File: src/rtl/rgb_to_axis_video.sv
// RGB pixel stream to AXI4-Stream video bridge with a 2-entry skid FIFO and tuser/tlast framing.
// Define RGB_TO_AXIS_ERROR_COUNT_EN to build the saturating frame-error counter.
module rgb_to_axis_video #(
  parameter int Height = 2160,
  parameter int Width  = 3840
) (
  input  logic        clock_i,
  input  logic        reset_i,
  input  logic        slave_valid_i,
  output logic        slave_ready_o,
  input  logic [7:0]  slave_red_i,
  input  logic [7:0]  slave_green_i,
  input  logic [7:0]  slave_blue_i,
  input  logic        slave_last_i,
  output logic        master_valid_o,
  input  logic        master_ready_i,
  output logic [23:0] master_data_o,
  output logic        master_user_o,
  output logic        master_last_o,
  output logic        frame_done_o,
  output logic        frame_error_o,
  output logic [15:0] error_count_o
);

  localparam int ColW = (Width  > 1) ? $clog2(Width)  : 1;
  localparam int RowW = (Height > 1) ? $clog2(Height) : 1;

  typedef struct packed {
    logic [23:0] data;
    logic        user;
    logic        last;
    logic        eof;
  } entry_t;

  entry_t          r_mem [2];
  logic            r_wr_ptr;
  logic            r_rd_ptr;
  logic [1:0]      r_count;
  logic            r_ready;
  logic [ColW-1:0] r_col;
  logic [RowW-1:0] r_row;
  logic            r_frame_done;
  logic            r_frame_error;

  logic            w_push;
  logic            w_pop;
  logic            w_col_end;
  logic            w_row_end;
  logic            w_eof;
  logic [1:0]      w_count_next;
  entry_t          w_in;
  entry_t          w_head;

  assign w_push    = slave_valid_i && r_ready;
  assign w_pop     = (r_count != 2'd0) && master_ready_i;
  assign w_col_end = (r_col == ColW'(Width - 1));
  assign w_row_end = (r_row == RowW'(Height - 1));
  assign w_eof     = w_col_end && w_row_end;
  assign w_head    = r_mem[r_rd_ptr];

  // An early slave_last_i still closes the frame, so it tags both tlast and end-of-frame.
  assign w_in.data = {slave_red_i, slave_green_i, slave_blue_i};
  assign w_in.user = (r_row == '0) && (r_col == '0);
  assign w_in.last = w_col_end || slave_last_i;
  assign w_in.eof  = w_eof || slave_last_i;

  always_comb begin
    // NOTE: default assignment first so every path drives w_count_next and no latch is inferred.
    w_count_next = r_count;
    case ({w_push, w_pop})
      2'b10:   w_count_next = r_count + 2'd1;
      2'b01:   w_count_next = r_count - 2'd1;
      default: w_count_next = r_count;
    endcase
  end

  always_ff @(posedge clock_i or posedge reset_i) begin
    if (reset_i) begin
      // NOTE: the two storage entries are reset so master_data_o and the flags read 0 during reset.
      r_mem[0]      <= '0;
      r_mem[1]      <= '0;
      r_wr_ptr      <= 1'b0;
      r_rd_ptr      <= 1'b0;
      r_count       <= 2'd0;
      r_ready       <= 1'b0;
      r_col         <= '0;
      r_row         <= '0;
      r_frame_done  <= 1'b0;
      r_frame_error <= 1'b0;
    end else begin
      // NOTE: non-blocking assignments keep every register update based on pre-edge values.
      if (w_push) begin
        r_mem[r_wr_ptr] <= w_in;
        r_wr_ptr        <= ~r_wr_ptr;
      end
      if (w_pop) begin
        r_rd_ptr <= ~r_rd_ptr;
      end
      r_count       <= w_count_next;
      r_ready       <= (w_count_next != 2'd2);
      r_frame_done  <= w_pop && w_head.eof;
      r_frame_error <= w_push && (slave_last_i != w_eof);

      if (w_push) begin
        if (slave_last_i || w_eof) begin
          r_col <= '0;
          r_row <= '0;
        end else if (w_col_end) begin
          r_col <= '0;
          r_row <= r_row + RowW'(1);
        end else begin
          r_col <= r_col + ColW'(1);
        end
      end
    end
  end

`ifdef RGB_TO_AXIS_ERROR_COUNT_EN
  logic [15:0] r_error_count;

  always_ff @(posedge clock_i or posedge reset_i) begin
    if (reset_i) begin
      r_error_count <= 16'd0;
    end else if (r_frame_error && (r_error_count != 16'hFFFF)) begin
      r_error_count <= r_error_count + 16'd1;
    end
  end

  assign error_count_o = r_error_count;
`else
  assign error_count_o = 16'd0;
`endif

  assign slave_ready_o  = r_ready;
  assign master_valid_o = (r_count != 2'd0);
  assign master_data_o  = w_head.data;
  assign master_user_o  = w_head.user;
  assign master_last_o  = w_head.last;
  assign frame_done_o   = r_frame_done;
  assign frame_error_o  = r_frame_error;

endmodule

File: config.mk
export PLATFORM = sky130hd
export DESIGN_NAME = rgb_to_axis_video
export DESIGN_NICKNAME = d
export VERILOG_FILES = /design/src/rtl/rgb_to_axis_video.sv
export SDC_FILE = /design/constraint.sdc
export NUM_CORES = 1
export LEC_CHECK = 0
export ABC_AREA = 1
export CORE_UTILIZATION = 30
export DETAILED_ROUTE_END_ITERATION = 12
export GPL_ROUTABILITY_DRIVEN = 0
export GPL_TIMING_DRIVEN = 0
export PLACE_DENSITY = 0.54
export SLEW_MARGIN = 20
export SYNTH_ARGS = -nofsm -noshare
export SYNTH_HDL_FRONTEND = slang
export SYNTH_SLANG_ARGS = --single-unit
File: constraint.sdc
create_clock -name clock_i -period 3.9 [get_ports clock_i]
set_input_delay 1.17 -clock clock_i [delete_from_list [all_inputs] [get_ports clock_i]]
set_output_delay 1.17 -clock clock_i [all_outputs]
set_load 0.01 [all_outputs]
==> impl_metrics.tcl, run 1 <==
set metrics [dict create \
    status "finished, final reports clean" \
    cts.sinks 85 \
    setup_violations 0 \
    firstDrtPassIters 4 \
    synthArstFlopShare 1.00 \
    synth.cells.most_frequent "nand2_1, dfrtp_1, o21ai_0" \
    tns_ns 0 \
    clock_latency_ns 0.34 \
    drive_above_1_share 0.0957 \
    syn_area_per_cell_um2 7.83 \
    relSlewSlack 0.564 \
    rr_startpoint "r_col[1]$_DFFE_PP0P_" \
    cp.required_ns 2.73 \
    grt_pass1_vias 3549 \
    finalHoldViolCount 0 \
    cts_tree "built" \
    timing.critical_path.arrival_ns 2.10 \
    die_area_um2 15000 \
    p_per_area_nw_per_um2 675 \
    die_h_um 123 \
    post-place-ws_ns 0.859 \
    hold_buffers 0 \
    cts_resized 0 \
    h-tree-depth 3 \
    dieWidth_um 123 \
    grt-ovfl-total 0 \
    ios 75 \
    drc 0 \
    clock_path_buffers 2 \
    netlist_top_cells_area "dfrtp_1, nand2_1, o21ai_0" \
    endpoint_kind "output pin" \
    maxCapViolCount 0 \
    vias_per_cell 4.41 \
    yosys.area.top_type_share 0.487 \
    synthCells 558 \
    synth_edf_count 0 \
    grt_max_degree 52 \
    antenna_cells 0 \
    synthDistinctLibCells 32 \
    post-cts-setup-buffer-count 0 \
    worstSetupStartpoint "r_rd_ptr$_DFFE_PP0P_" \
    antenna_found_initial 0 \
    ant_nets 0 \
    slew_violations 0 \
    finClkSkew_ns 0.00686 \
    core_um2 14000 \
    synthFlopType "dfrtp_1" \
    period_needed_ns 3.27 \
    critPathKind "reg2out" \
    yosys_warnings 0 \
    root_buffer "clkbuf_16" \
    yosysTopAreaCell "dfrtp_1" \
    fin_nets 679 \
    fin_ws_ns 0.626 \
    synth_area_um2 4370 \
    grt_pass1_wl_um 17400 \
    synth_most_common_cell "nand2_1" \
    num_vias 3650 \
    min_path_type "reg2reg" \
    ys_ff_latch 85 \
    cp_slowest_cell "clkdlybuf4s50_1" \
    numCtsBuffers 9 \
    initial_core_util 0.311 \
    worst_pin_slew_ns 0.654 \
    grt_setup_unrepaired "false" \
    p_leak_nw 2.64 \
    max_stage_delay_ns 0.55 \
    timing.final.crit_share 0.839 \
    routedWlPerCell_um 12.4 \
    crit_fanout 10 \
    drtIter0Drc 231 \
    synth-seq-area-share 0.487 \
    numPortBuffers 58 \
    routed_wl_um 10300 \
    grtUsageTotal 0.149 \
    path_clk_slew_ns 0.06 \
    max_clock_freq_mhz 305 \
    dpl.hpwl_um 7510 \
    ir_worst_vdd_mv 0.269 \
    min_from "r_mem[18]$_DFFE_PP0P_" \
    rows 43 \
    synthToLayoutAreaGrowth_pct 27.0 \
    start_kind "register" \
    critical_path.cell_chain "clkbuf_1 > clkbuf_1 > nand2_1 > nand2_1 > clkdlybuf4s50_1" \
]
-- layout by cell type (no fill, tap or decap), types with 7 or more instances in the layout --
| cell | synthesis | final |
|---|---|---|
| buf_4 | 16 | 16 |
| conb_1 | 1 | 16 |
| nor2_1 | 40 | 40 |
| nand2_1 | 196 | 196 |
| o21ai_0 | 61 | 61 |
| nand3_1 | 23 | 23 |
| clkbuf_16 | 0 | 9 |
| inv_1 | 57 | 56 |
| clkdlybuf4s50_1 | 0 | 58 |
| ha_1 | 7 | 7 |
| clkbuf_1 | 11 | 12 |
| xor2_1 | 8 | 8 |
| dfrtp_1 | 85 | 85 |
-- flip-flops by register name (all words and copies together) (netlist names) --
register / cells
r_mem: 54
r_col: 12
r_row: 12
r_count: 2
frame_done_o: 1
frame_error_o: 1
r_rd_ptr: 1
r_wr_ptr: 1
slave_ready_o: 1
-- stage by stage --
step                area (µm²)  hold slack [ns]  total power, mW   util  instances
finish                    5550            0.481             3.74  0.395        828
global route              5550            0.501             4.05  0.395        828
CTS                       5550            0.483             3.80  0.395        828
detailed placement        5250            0.466             2.93  0.374        812
global placement          5230            0.462             2.89  0.372        811
floorplan                 4420            0.449             2.21      -        573
-- power by group --
group          switching (mW)  total [mW]  internal, mW
sequential              0.153        1.36          1.21
combinational           0.850        1.53         0.684
clock                   0.353       0.848         0.495
total                    1.36        3.74          2.39
-- critical path, delay by kind of cell (launching register included) --
| kind | cells | cell delay [ns] |
|---|---|---|
| DFF | 1 | 0.32 |
| buffers and inverters | 3 | 1.20 |
| and+or+nand+nor | 2 | 0.26 |
-- metal layers --
layer	GRT usage	share of wire
met3	0.0353	0.051
met2	0.237	0.47
met5	0	0
met1	0.199	0.47
met4	0.0457	0.011
-- worst paths after layout --
check | endpoint | slack, ns | cells after the start
worst max-delay path | master_user_o | 0.63 | 5
worst min-delay path | r_mem[18]$_DFFE_PP0P_ | 0.48 | 2
worst max register to register | r_col[1]$_DFFE_PP0P_ | 1.78 | 12
worst min register to register | r_mem[18]$_DFFE_PP0P_ | 0.48 | 2
max in group asynchronous | r_mem[3]$_DFFE_PP0P_ | 2.00 | 3
min in group asynchronous | r_mem[34]$_DFFE_PP0P_ | 1.28 | 2
-- final cells by class --
class / count / area [µm²]
fill: 1466 / 8500
sequential: 85 / 2130
multi-input combinational: 394 / 1850
timing repair buffer: 59 / 601
clock buffer: 10 / 229
buffer: 36 / 228
tap: 180 / 225
inverter: 58 / 220
clock inverter: 6 / 63.8
-- cell families after synthesis --
group	synth area share
DFF	0.487
and+or+nand+nor	0.278
buffers and inverters	0.102
other	0.000859
adders and majority gates	0.0201
xor gates and xnor gates	0.0201
AOI/OAI and AO/OA	0.0925
No activity file was read; power rests on OpenSTA's default activity.
==> inputs of run 2 (changes only) <==
--- a/config.mk
+++ b/config.mk
@@ -10,7 +10,7 @@
 export DETAILED_ROUTE_END_ITERATION = 12
 export GPL_ROUTABILITY_DRIVEN = 0
 export GPL_TIMING_DRIVEN = 0
-export PLACE_DENSITY = 0.54
+export PLACE_DENSITY = 0.56
 export SLEW_MARGIN = 20
 export SYNTH_ARGS = -nofsm -noshare
 export SYNTH_HDL_FRONTEND = slang
==> constraint.sdc (replaced) <==
create_clock -name clock_i -period 2.9 [get_ports clock_i]
set_input_delay 0.87 -clock clock_i [delete_from_list [all_inputs] [get_ports clock_i]]
set_output_delay 0.87 -clock clock_i [all_outputs]
set_load 0.01 [all_outputs]
==> impl_metrics.tcl, run 2 (synthesis results as in run 1) <==
set metrics [dict create \
    endpoint_kind "output pin" \
    antenna_found_initial 0 \
    final_cell_mix "nand2_1, dfrtp_1, o21ai_0, clkdlybuf4s50_1, inv_1" \
    h-tree-depth 3 \
    p_int_mw 3.32 \
    timing.critical_path.arrival_ns 1.90 \
    min_path_type "reg2reg" \
    grt_pass1_wl_um 17500 \
    dpl.hpwl_um 7720 \
    drive_above_1_share 0.102 \
    rr_startpoint "r_col[1]$_DFFE_PP0P_" \
    finalHoldViolCount 0 \
    finClkSkew_ns 0.00706 \
    grt-ovfl-total 0 \
    clock_latency_ns 0.34 \
    grt_pass1_vias 3667 \
    die_area_um2 15000 \
    timing.rr.end "r_row[4]$_DFFE_PP0P_" \
    period_needed_ns 2.77 \
    slew_violations 0 \
    num_vias 3723 \
    numPortBuffers 58 \
    cp_slowest_cell "clkdlybuf4s50_1" \
    grt_setup_unrepaired "false" \
    p_seq_frac 0.357 \
    ios 75 \
    die_h_um 123 \
    largest-register "r_mem" \
    largest_reg_flops 54 \
    maxCapViolCount 0 \
    power.share.combinational 0.407 \
    routedWlPerCell_um 12.7 \
    relSlewSlack 0.623 \
    drtIter0Drc 306 \
    rows 43 \
    synthToLayoutAreaGrowth_pct 28.0 \
    worstSetupStartpoint "r_rd_ptr$_DFFE_PP0P_" \
    p_leak_nw 2.67 \
    critPathCapture "master_data_o[4]" \
    path_clk_slew_ns 0.06 \
    firstDrtPassIters 4 \
    top_regs "r_mem x54, r_col x12, r_row x12" \
    stdcell_area_um2 5590 \
    setup_violations 0 \
    path_common_cell "clkbuf_2" \
    p_sw_mw 1.82 \
    status "finished, final reports clean" \
    worst_pin_slew_ns 0.564 \
    p_per_area_nw_per_um2 918 \
    fin_nets 680 \
    tns_ns 0 \
    vias_per_cell 4.50 \
    cts_tree "built" \
    swShare 0.354 \
    crit_fanout 10 \
    r2r_cells 12 \
    final_common_cell "nand2_1" \
    grtUsageTotal 0.149 \
    cts.sinks 85 \
    post_dp_cell_area_um2 5270 \
    critPathKind "reg2out" \
    start_kind "register" \
    clkPwrFrac 0.236 \
    ant_nets 0 \
    grt_max_degree 33 \
    ir_worst_vdd_mv 0.336 \
    cp.required_ns 2.03 \
    clock_path_buffers 2 \
    dieWidth_um 123 \
    timing.final.crit_share 0.955 \
    antenna_cells 0 \
    initial_core_util 0.311 \
    reg2reg_slack_ns 0.81 \
    routed_wl_um 10500 \
    max_clock_freq_mhz 361 \
    root_buffer "clkbuf_16" \
    max_stage_delay_ns 0.58 \
    core_um2 14000 \
    numCtsBuffers 9 \
    drc 0 \
    hold_buffers 0 \
    critical_path.cell_chain "clkbuf_2 > clkbuf_2 > o21ai_0 > clkdlybuf4s50_1" \
]
==> run 2: how the worst min path moves through the flow <==
stage	startpoint	end	cells after the start
CTS	r_mem[10]$_DFFE_PP0P_	r_mem[10]$_DFFE_PP0P_	2
detailed placement	r_mem[10]$_DFFE_PP0P_	r_mem[10]$_DFFE_PP0P_	2
global route	r_mem[7]$_DFFE_PP0P_	r_mem[7]$_DFFE_PP0P_	2
floorplan	r_mem[25]$_DFFE_PP0P_	r_mem[25]$_DFFE_PP0P_	2
global placement	r_mem[23]$_DFFE_PP0P_	r_mem[23]$_DFFE_PP0P_	2
finish	r_mem[4]$_DFFE_PP0P_	r_mem[4]$_DFFE_PP0P_	2
==> run 2: power groups by stage <==
stage | logic [mW] | clock network, mW | registers, mW
6_report | 2.09 | 1.21 | 1.83
5_1_grt | 2.36 | 1.29 | 1.88
4_1_cts | 2.11 | 1.24 | 1.83
3_5_place_dp | 2.09 | 0 | 1.85
3_3_place_gp | 2.04 | 0 | 1.83
2_1_floorplan | 1.17 | 0 | 1.80
==> run 2: cell type report <==
class | instances | area (µm²)
multi-input combinational | 394 | 1850
timing repair buffer | 60 | 621
clock inverter | 4 | 73.8
sequential | 85 | 2130
clock buffer | 11 | 233
tap | 180 | 225
buffer | 36 | 239
fill | 1390 | 8450
inverter | 58 | 221
==> run 2: routing by layer <==
| metal | share of wire | wire length [µm] | GRT usage | up-vias |
|---|---|---|---|---|
| met4 | 0.015 | 162 | 0.0572 | 0 |
| met3 | 0.051 | 531 | 0.0293 | 12 |
| met5 | 0 | 0 | 0 | - |
| li1 | - | - | - | 1878 |
| met2 | 0.47 | 4900 | 0.241 | 97 |
| met1 | 0.47 | 4900 | 0.197 | 1736 |
==> run 2: what timing repair did <==
item | 4_1_cts | 5_1_grt
buffers inserted | 0 | 0
pin swaps | 0 | 0
setup endpoints to repair | 26 | 16
resized for setup | 5 | 8
==> run 2: through the flow <==
stage	cells	utilization	power [mW]	hold WS, ns	worst slack (ns)
6_report	828	0.398	5.13	0.480	0.130
5_1_grt	828	0.398	5.52	0.497	0.0317
4_1_cts	828	0.398	5.18	0.482	0.00457
3_5_place_dp	813	0.376	3.94	0.465	0.167
3_3_place_gp	811	0.373	3.88	0.462	0.0597
2_1_floorplan	573	-	2.98	0.449	0.866
==> run 2: worst max-delay path, delay by kind of cell (launching register included) <==
kind	cells	cell delay, ns
buf+inv	3	0.95
compound gates	1	0.26
flops	1	0.36
==> inputs of run 3 (changes only) <==
--- a/config.mk
+++ b/config.mk
@@ -6,7 +6,9 @@
 export NUM_CORES = 1
 export LEC_CHECK = 0
 export ABC_AREA = 1
+export CORE_MARGIN = 8
 export CORE_UTILIZATION = 30
+export CTS_CLUSTER_DIAMETER = 150
 export DETAILED_ROUTE_END_ITERATION = 12
 export GPL_ROUTABILITY_DRIVEN = 0
 export GPL_TIMING_DRIVEN = 0
==> impl_metrics.tcl, run 3 (synthesis results as in run 1) <==
set metrics [dict create \
    num_vias 3684 \
    drtIter0Drc 283 \
    setup_violations 0 \
    rr_startpoint "r_col[1]$_DFFE_PP0P_" \
    largest-register "r_mem" \
    routed_wl_um 10800 \
    antenna_found_initial 0 \
    largest_reg_flops 54 \
    path_clk_slew_ns 0.06 \
    critPathKind "reg2out" \
    firstDrtPassIters 4 \
    grt_pass1_wl_um 18100 \
    rows 44 \
    root_buffer "clkbuf_16" \
    timing.final.crit_share 0.958 \
    p_leak_nw 2.68 \
    grt_max_degree 33 \
    timing.rr.end "r_col[1]$_DFFE_PP0P_" \
    r2r_cells 12 \
    initial_core_util 0.304 \
    grt_pass1_vias 3636 \
    clock_latency_ns 0.33 \
    final_common_cell "nand2_1" \
    fin_nets 680 \
    cts_tree "built" \
    drc 0 \
    synthToLayoutAreaGrowth_pct 28.5 \
    vias_per_cell 4.42 \
    core_um2 14400 \
    die_h_um 137 \
    n_fill_cell 1462 \
    dieWidth_um 137 \
    drive_above_1_share 0.105 \
    h-tree-depth 3 \
    ir_worst_vdd_mv 0.341 \
    routedWlPerCell_um 13.0 \
    grt-ovfl-total 0 \
    top_regs "r_mem x54, r_col x12, r_row x12" \
    antenna_cells 0 \
    finClkSkew_ns 0.00740 \
    maxCapViolCount 0 \
    timing.critical_path.arrival_ns 1.91 \
    min_path_type "reg2reg" \
    worst_pin_slew_ns 0.641 \
    endpoint_kind "output pin" \
    min_from "r_mem[20]$_DFFE_PP0P_" \
    min_delay_worst_endpoint "r_mem[20]$_DFFE_PP0P_" \
    numCtsBuffers 9 \
    crit_fanout 10 \
    dpl.hpwl_um 8130 \
    instances_no_fill 833 \
    status "finished, final reports clean" \
    cts.sinks 85 \
    grt_setup_unrepaired "true" \
    die_area_um2 18700 \
    ios 75 \
    period_needed_ns 2.78 \
    max_clock_freq_mhz 360 \
    reg2reg_slack_ns 0.81 \
    hold_depth 2 \
    start_kind "register" \
    final_cell_mix "nand2_1, dfrtp_1, o21ai_0, clkdlybuf4s50_1, inv_1" \
    clock_path_buffers 2 \
    hold_buffers 0 \
    finalHoldViolCount 0 \
    p_per_area_nw_per_um2 921 \
    numPortBuffers 58 \
    power_mw 5.17 \
    relSlewSlack 0.572 \
    slew_violations 0 \
    grtUsageTotal 0.121 \
    placed_cells 817 \
    cp.required_ns 2.03 \
    ant_nets 0 \
]
run 3: cell types whose count changed in the layout (fill, tap and decap cells not counted), sizes merged:
| cell | previous run | this run |
|---|---|---|
| clkinv | 2 | 1 |
| clkinvlp | 1 | 3 |
run 3: metrics by stage:
stage               hold slack, ns  TNS [ns]  utilization  area [µm²]  setup WS, ns
floorplan                    0.449         0            -        4430         0.866
detailed placement           0.465         0        0.367        5280         0.124
CTS                          0.482         0        0.390        5610        0.0133
global route                 0.501  -0.00133        0.391        5610      -0.00133
finish                       0.479         0        0.391        5610         0.122
global placement             0.462         0        0.365        5240        0.0421
run 3: area by class of cell:
class | instances | area (µm²) | share of cell area
timing repair buffer | 60 | 621 | 0.111
buffer | 36 | 236 | 0.0421
clock inverter | 5 | 83.8 | 0.0149
multi-input combinational | 394 | 1850 | 0.330
inverter | 58 | 221 | 0.0394
tap | 184 | 230 | 0.0410
clock buffer | 11 | 243 | 0.0432
sequential | 85 | 2130 | 0.379
run 3: metal layers:
layer,track usage,vias to the layer above,part of all wire
li1,-,1878,-
met1,0.155,1722,0.46
met5,0,-,0
met3,0.0312,11,0.066
met2,0.194,73,0.47
met4,0.0427,0,0.013
run 3: power by group:
group          internal (mW)  switching (mW)  total, mW
clock network          0.779           0.461       1.24
logic                  0.937            1.16       2.09
registers               1.62           0.210       1.83
run 3: worst max path at each step:
stage	start	endpoint	slack, ns	depth (start not counted)
floorplan	slave_valid_i	slave_ready_o$_DFF_PP0_	0.87	7
global placement	reset_i	r_mem[32]$_DFFE_PP0P_	0.04	2
detailed placement	slave_valid_i	slave_ready_o$_DFF_PP0_	0.12	8
CTS	r_rd_ptr$_DFFE_PP0P_	master_last_o	0.01	4
global route	r_rd_ptr$_DFFE_PP0P_	master_data_o[4]	-0.001	5
finish	r_rd_ptr$_DFFE_PP0P_	master_data_o[17]	0.12	4
run 3: timing repair:
action                                  CTS  global route
gates resized for setup                   4             8
pin swaps                                 0             0
endpoints found under the setup margin   26            13
gates cloned                              0             0
setup buffers                             0             0
run 3: critical path, stage by stage (launching register included):
cell	delay, ns
dfrtp_1	0.36
clkbuf_1	0.14
clkbuf_2	0.21
o21ai_0	0.27
clkdlybuf4s50_1	0.59
